## src/rtl/uart_pkg.sv

```systemverilog
// Shared definitions for the UART transmit arbiter.
//   NUM_REQ_DEF   : default number of byte-stream requesters
//   MAX_BURST_DEF : default maximum bytes forwarded per grant
//   GAP_W_DEF     : default width of the inter-burst gap counter
//   uart_arb_state_t : arbiter FSM state encoding
package uart_pkg;

  localparam int unsigned NUM_REQ_DEF   = 4;
  localparam int unsigned MAX_BURST_DEF = 16;
  localparam int unsigned GAP_W_DEF     = 16;

  typedef enum logic [1:0] {
    IDLE = 2'd0,
    XFER = 2'd1,
    GAP  = 2'd2
  } uart_arb_state_t;

endpackage

```

## src/rtl/uart_rr_picker.sv

```systemverilog
// Combinational round-robin picker.
//   i_req : eligible request vector
//   i_ptr : index of the previous winner; search starts at i_ptr+1 with wrap
//   o_win : one-hot winner, all-zero when no request
//   o_any : at least one request present
module uart_rr_picker #(
  parameter int unsigned NUM_REQ = 4
) (
  input  logic [NUM_REQ-1:0]         i_req,
  input  logic [$clog2(NUM_REQ)-1:0] i_ptr,
  output logic [NUM_REQ-1:0]         o_win,
  output logic                       o_any
);

  localparam int unsigned PTR_W = $clog2(NUM_REQ);

  logic        found;
  logic [31:0] idx;

  // First requester found walking upward from i_ptr+1, modulo NUM_REQ.
  always_comb begin
    o_win = '0;
    o_any = |i_req;
    found = 1'b0;
    idx   = '0;
    for (int unsigned off = 1; off <= NUM_REQ; off++) begin
      idx = (32'(i_ptr) + off) % 32'(NUM_REQ);
      if (!found && i_req[PTR_W'(idx)]) begin
        o_win[PTR_W'(idx)] = 1'b1;
        found              = 1'b1;
      end
    end
  end

endmodule

```

## src/rtl/uart_tx_arbiter.sv

```systemverilog
// Round-robin arbiter funnelling several byte streams into one UART transmitter.
//   i_clk, i_rst          : clock, asynchronous active-high reset
//   i_req_valid/_data/_last/_enable, o_req_ready : per-requester byte streams
//   i_gap_cycles          : idle cycles inserted after every released grant
//   o_tx_valid/_data, i_tx_ready : byte handshake towards the transmitter
//   o_tx_src, o_grant     : granted requester (index and one-hot)
//   o_busy                : arbiter is not idle
module uart_tx_arbiter
  import uart_pkg::*;
#(
  parameter int unsigned NUM_REQ   = NUM_REQ_DEF,
  parameter int unsigned MAX_BURST = MAX_BURST_DEF,
  parameter int unsigned GAP_W     = GAP_W_DEF
) (
  input  logic                         i_clk,
  input  logic                         i_rst,
  input  logic [NUM_REQ-1:0]           i_req_valid,
  output logic [NUM_REQ-1:0]           o_req_ready,
  input  logic [NUM_REQ-1:0][7:0]      i_req_data,
  input  logic [NUM_REQ-1:0]           i_req_last,
  input  logic [NUM_REQ-1:0]           i_req_enable,
  input  logic [GAP_W-1:0]             i_gap_cycles,
  output logic                         o_tx_valid,
  input  logic                         i_tx_ready,
  output logic [7:0]                   o_tx_data,
  output logic [$clog2(NUM_REQ)-1:0]   o_tx_src,
  output logic [NUM_REQ-1:0]           o_grant,
  output logic                         o_busy
);

  localparam int unsigned SRC_W = $clog2(NUM_REQ);
  localparam int unsigned CNT_W = $clog2(MAX_BURST + 1);

  uart_arb_state_t    state_q, state_d;
  logic [NUM_REQ-1:0] grant_q, grant_d;
  logic [SRC_W-1:0]   src_q, src_d;
  logic [SRC_W-1:0]   rr_ptr_q, rr_ptr_d;
  logic [CNT_W-1:0]   burst_cnt_q, burst_cnt_d;
  logic [GAP_W-1:0]   gap_cnt_q, gap_cnt_d;

  logic [NUM_REQ-1:0] req_elig;
  logic [NUM_REQ-1:0] pick_win;
  logic               pick_any;
  logic [SRC_W-1:0]   win_idx;
  logic               in_xfer;
  logic               xfer_fire;
  logic               rel_grant;
  logic [CNT_W-1:0]   burst_inc;

  // Only enabled requesters with a byte pending take part in arbitration.
  assign req_elig = i_req_valid & i_req_enable;

  uart_rr_picker #(
    .NUM_REQ (NUM_REQ)
  ) u_picker (
    .i_req (req_elig),
    .i_ptr (rr_ptr_q),
    .o_win (pick_win),
    .o_any (pick_any)
  );

  // One-hot to index for the registered source.
  always_comb begin
    win_idx = '0;
    for (int unsigned i = 0; i < NUM_REQ; i++) begin
      if (pick_win[i]) begin
        win_idx = SRC_W'(i);
      end
    end
  end

  // Data path is a straight mux from the granted requester while in XFER.
  assign in_xfer     = (state_q == XFER);
  assign o_tx_valid  = in_xfer & i_req_valid[src_q];
  assign o_tx_data   = in_xfer ? i_req_data[src_q] : 8'd0;
  assign o_req_ready = in_xfer ? (grant_q & {NUM_REQ{i_tx_ready}}) : '0;
  assign o_grant     = grant_q;
  assign o_tx_src    = src_q;
  assign o_busy      = (state_q != IDLE);

  assign xfer_fire = o_tx_valid & i_tx_ready;
  assign burst_inc = burst_cnt_q + CNT_W'(1);

  // Next-state logic.
  always_comb begin
    state_d     = state_q;
    grant_d     = grant_q;
    src_d       = src_q;
    rr_ptr_d    = rr_ptr_q;
    burst_cnt_d = burst_cnt_q;
    gap_cnt_d   = gap_cnt_q;
    rel_grant   = 1'b0;

    case (state_q)
      IDLE: begin
        if (pick_any) begin
          state_d     = XFER;
          grant_d     = pick_win;
          src_d       = win_idx;
          burst_cnt_d = '0;
        end
      end

      XFER: begin
        if (xfer_fire) begin
          burst_cnt_d = burst_inc;
          if (i_req_last[src_q] || (burst_inc == CNT_W'(MAX_BURST))) begin
            rel_grant = 1'b1;
          end
        end else if (!i_req_enable[src_q]) begin
          // Disabled owner with nothing in flight: drop the lock.
          rel_grant = 1'b1;
        end

        if (rel_grant) begin
          grant_d  = '0;
          rr_ptr_d = src_q;
          if (i_gap_cycles != '0) begin
            state_d   = GAP;
            gap_cnt_d = i_gap_cycles;
          end else begin
            state_d = IDLE;
          end
        end
      end

      GAP: begin
        if (gap_cnt_q <= GAP_W'(1)) begin
          state_d   = IDLE;
          gap_cnt_d = '0;
        end else begin
          gap_cnt_d = gap_cnt_q - GAP_W'(1);
        end
      end

      default: begin
        state_d = IDLE;
        grant_d = '0;
      end
    endcase
  end

  // State registers; rr_ptr resets to the last index so index 0 wins first.
  always_ff @(posedge i_clk or posedge i_rst) begin
    if (i_rst) begin
      state_q     <= IDLE;
      grant_q     <= '0;
      src_q       <= '0;
      rr_ptr_q    <= SRC_W'(NUM_REQ - 1);
      burst_cnt_q <= '0;
      gap_cnt_q   <= '0;
    end else begin
      state_q     <= state_d;
      grant_q     <= grant_d;
      src_q       <= src_d;
      rr_ptr_q    <= rr_ptr_d;
      burst_cnt_q <= burst_cnt_d;
      gap_cnt_q   <= gap_cnt_d;
    end
  end

endmodule
```

## config.mk

```make
export PLATFORM = sky130hd
export DESIGN_NAME = uart_tx_arbiter
export DESIGN_NICKNAME = d
export VERILOG_FILES = /design/src/rtl/uart_pkg.sv /design/src/rtl/uart_rr_picker.sv /design/src/rtl/uart_tx_arbiter.sv
export SDC_FILE = /design/constraint.sdc
export NUM_CORES = 1
export LEC_CHECK = 0
export ABC_CLOCK_PERIOD_IN_PS = 2800
export CELL_PAD_IN_SITES_DETAIL_PLACEMENT = 1
export CELL_PAD_IN_SITES_GLOBAL_PLACEMENT = 2
export CORE_UTILIZATION = 28
export CTS_BUF_LIST = sky130_fd_sc_hd__clkbuf_8
export CTS_CLUSTER_SIZE = 8
export DETAILED_ROUTE_END_ITERATION = 16
export PLACE_DENSITY = 0.83
export SLEW_MARGIN = 20
export SYNTH_ARGS = -nofsm -noshare
export SYNTH_HDL_FRONTEND = slang
export SYNTH_HIERARCHICAL = 1
export SYNTH_SLANG_ARGS = --single-unit
export TNS_END_PERCENT = 50
```

## constraint.sdc

```tcl
create_clock -name i_clk -period 2.8 [get_ports i_clk]
set_input_delay 0.28 -clock i_clk [delete_from_list [all_inputs] [get_ports i_clk]]
set_output_delay 0.28 -clock i_clk [all_outputs]
set_load 0.1 [all_outputs]
```

==> summary.md <==
| Metric | Value |
|---|---|
| Post-synthesis sequential area ratio | `30.4%` |
| DIE AREA | `approximately 9500 um2` |
| Period utilisation layout | `between 90% and 100%` |
| CP required | `~3.0 ns` |
| Switching Share | `52.1%` |
| Clk_lat worst skew | `~0.29 ns` |
| RD Place Congestion | `0.851` |
| Hold-fix buffers, CTS | `0` |
| Outcome | `completed` |
| VDD IR max | `0.363 mV` |
| WS Path Type | `reg2reg` |
| Syn_area_per_cell | `about 9.4 um2` |
| CTS clock-pin slew for the worst setup and hold paths | `roughly 0.070 ns` |
| Post-layout net count | `between 400 and 500` |
| First-pass GRT wire length | `between 10 and 15 mm` |
| Relative slew slack | `56.1%` |
| Design Power | `4.32 mW` |
| Die Y | `between 90 and 100 um` |
| Count of final max-slew check failures | `0` |
| P_sw | `~2.3 mW` |
| Cells after Synth | `between 200 and 300` |
| Final Hold Vio Count | `0` |
| Sequential power share | `around a fifth` |
| Area share of the largest cell type after synthesis | `about 28%` |
| Syn Nets | `approximately 350` |
| Setup TNS Final | `0 ns` |
| FF+latch count, synth | `31` |
| Most common cell after layout, fill and taps aside | `clkdlybuf4s50_1` |
| Post-synth EDFFs | `0` |
| CTS tree | `built` |
| Gate power share | `a little over two thirds` |
| Die W | `97.6 um` |
| Pre-antenna DRT Iters | `5` |
| Mapped cell area | `between 2000 and 3000 um2` |
| All-Layer GR Usage | `between 10% and 20%` |
| Cell leakage power | `around 1.5 nW` |
| Remaining DRCs | `0` |
| DR vias | `between 2000 and 3000` |
| Maximum fanout along the worst path | `4` |
| CTS H-tree depth | `2` |
| Largest net degree at the start of global routing | `26` |
| Power per Cell Area | `around 1200 nW/um2` |
| Area growth, synth to finish | `45.8%` |
| Remaining Overflow, GRT | `0` |
| Ant diodes | `0` |
| I/O Pins | `83` |
| Int Pwr | `roughly 2.1 mW` |
| Worst-margin pin slew | `between 0.6 and 0.7 ns` |
| Startpoint Class | `flip-flop` |
| Row count | `34` |
| Port Buf Inserts | `slightly above 80` |
| Via/cell ratio | `5.46` |
| Async S/R FF share, synth | `100%` |
| Worst hold path type | `in2async` |
| Util after Layout | `between 40 and 50%` |
| Initial antenna violation count | `0` |
| Post-CTS sizing | `0` |
| Clock power frac | `under 10%` |
| Final setup violation count | `0` |
| Root Buffer | `clkbuf_8` |
| Max Cap Violations | `0` |
| Initial DRC Count | `84` |
| Share of layout cells above drive strength 1 | `17.5%` |
| Unrepaired setup endpoints after global routing | `false` |
| Vias in the first global route | `2641` |
| CP arrival | `2.73 ns` |
| Finished Cell Area | `around 3700 um2` |
| CTS sink count | `31` |
| Post-Route WL | `8.31 mm` |
| Synth area leader | `dfrtp_1` |
| Worst Skew | `around 0.0075 ns` |
| Initial core utilization | `29.2%` |
| Most frequent cells in the layout | `62 x clkdlybuf4s50_1, 34 x nand2_1, 28 x dfrtp_1` |
| Area of placed instances | `about 3600 um2` |
| # fillers | `1000` |
| Routed length per instance | `around 18 um` |
| Fmax | `between 0.3 and 0.4 GHz` |
| Cts bufs inserted | `5` |
| Final ANT Viol Nets | `0` |
| Core Region | `roughly 8800 um2` |
| Post-DP HPWL | `6.56 mm` |
| Area contributors post-synth | `dfrtp_1 28%, mux4_2 11%, ha_1 5.4%, nand2_1 5.0%, a221o_1 3.5%` |
| Syn. warnings | `6` |
| Fin crit period | `~2.6 ns` |
| Bufs on Longest Clock Path | `2` |
| Critical path capture point type | `flip-flop` |
| Main flop type after synthesis | `dfrtp_1` |
| Netlist cell types | `47` |
| Setup bufs post-CTS | `0` |
==> power by group through the flow <==
stage,Clock (mW),Combinational [mW],Sequential (mW)
floorplan,0,2.00,1.04
global placement,0,2.99,0.888
CTS,0.406,3.05,0.903
finish,0.397,3.02,0.904
global route,0.419,3.23,0.938
detailed placement,0,3.04,0.907
==> cell type report <==
cell class              count  area, um2  area share [%]
clock buffers               7       96.3            2.58
clock inverters             1       3.75           0.101
inverters                  13       48.8            1.31
multi-input cells         214       1640            44.1
flip-flops and latches     31        779            20.9
well taps                 108        135            3.62
repair buffers             94       1020            27.4
==> cells in the mapped netlist, types with 2 or more instances <==
master / count
nand2_1: 34
dfrtp_1: 29
nor2_1: 22
and2_1: 14
inv_1: 13
a21oi_1: 12
mux4_2: 12
ha_1: 11
o21ai_0: 11
nor4_1: 10
a221o_1: 9
nor3b_1: 9
clkbuf_1: 8
and3_1: 5
buf_6: 5
mux2i_1: 5
nand2b_1: 4
nand3_1: 4
o211ai_1: 4
o22ai_1: 4
xnor2_1: 4
xor2_1: 4
mux2_2: 3
o221ai_1: 3
o31ai_1: 3
or4_1: 3
a311o_1: 2
a32oi_1: 2
dfstp_2: 2
mux4_1: 2
nor2b_1: 2
nor3_1: 2
==> worst paths after layout <==
path                                       startpoint                         end  slack (ns)  cells past startpoint
max in group asynchronous                       i_rst     rr_ptr_q[1]$_DFFE_PP1P_        1.68                      3
max reg2reg                   rr_ptr_q[0]$_DFFE_PP1P_     o_tx_src[0]$_DFFE_PP0P_        0.24                      9
max                           rr_ptr_q[0]$_DFFE_PP1P_     o_tx_src[0]$_DFFE_PP0P_        0.24                      9
min reg2reg                burst_cnt_q[1]$_DFFE_PP0P_  burst_cnt_q[1]$_DFFE_PP0P_        0.54                      2
min                                             i_rst    gap_cnt_q[9]$_DFFE_PP0P_        0.38                      2
min in group i_clk         burst_cnt_q[1]$_DFFE_PP0P_  burst_cnt_q[1]$_DFFE_PP0P_        0.54                      2
==> routing by layer <==
metal / track usage [%] / routed length, um
met4: 4.07 / 59
met2: 31.6 / 4080
met5: 0 / 0
met3: 2.52 / 483
met1: 22.0 / 3680
==> worst max-delay path, stage by stage (launching register included) <==
cell      delay (ns)
dfstp_2         0.54
inv_1           0.08
ha_1            0.33
mux4_1          0.63
nor4b_4         0.32
nand2_1         0.09
o211ai_1        0.14
inv_1           0.08
a21oi_1         0.13
a21oi_1         0.08
==> state kept, by name, summed over array words and instances, names as in the netlist <==
signal and count:
gap_cnt_q 16, burst_cnt_q 5, o_grant 4, o_tx_src 2, rr_ptr_q 2, state_q 2
==> stage by stage <==
step                setup WS (ns)  hold slack, ns  cells
CTS                         0.228           0.416    468
global placement            0.268           0.512    460
finish                      0.245           0.383    468
floorplan                 0.00254           0.382    272
global route                0.101           0.458    468
detailed placement          0.209           0.530    460
==> kinds of logic after synthesis <==
| group | count (synthesis) | synth area share, % |
|---|---|---|
| flops | 31 | 30.4 |
| xor+xnor | 8 | 2.74 |
| mux | 22 | 15.9 |
| buf+inv | 27 | 5.48 |
| compound gates | 58 | 16.1 |
| fa+ha+maj | 11 | 5.38 |
| simple gates | 115 | 24.0 |
Note: power is estimated with default switching activity, not from simulation.
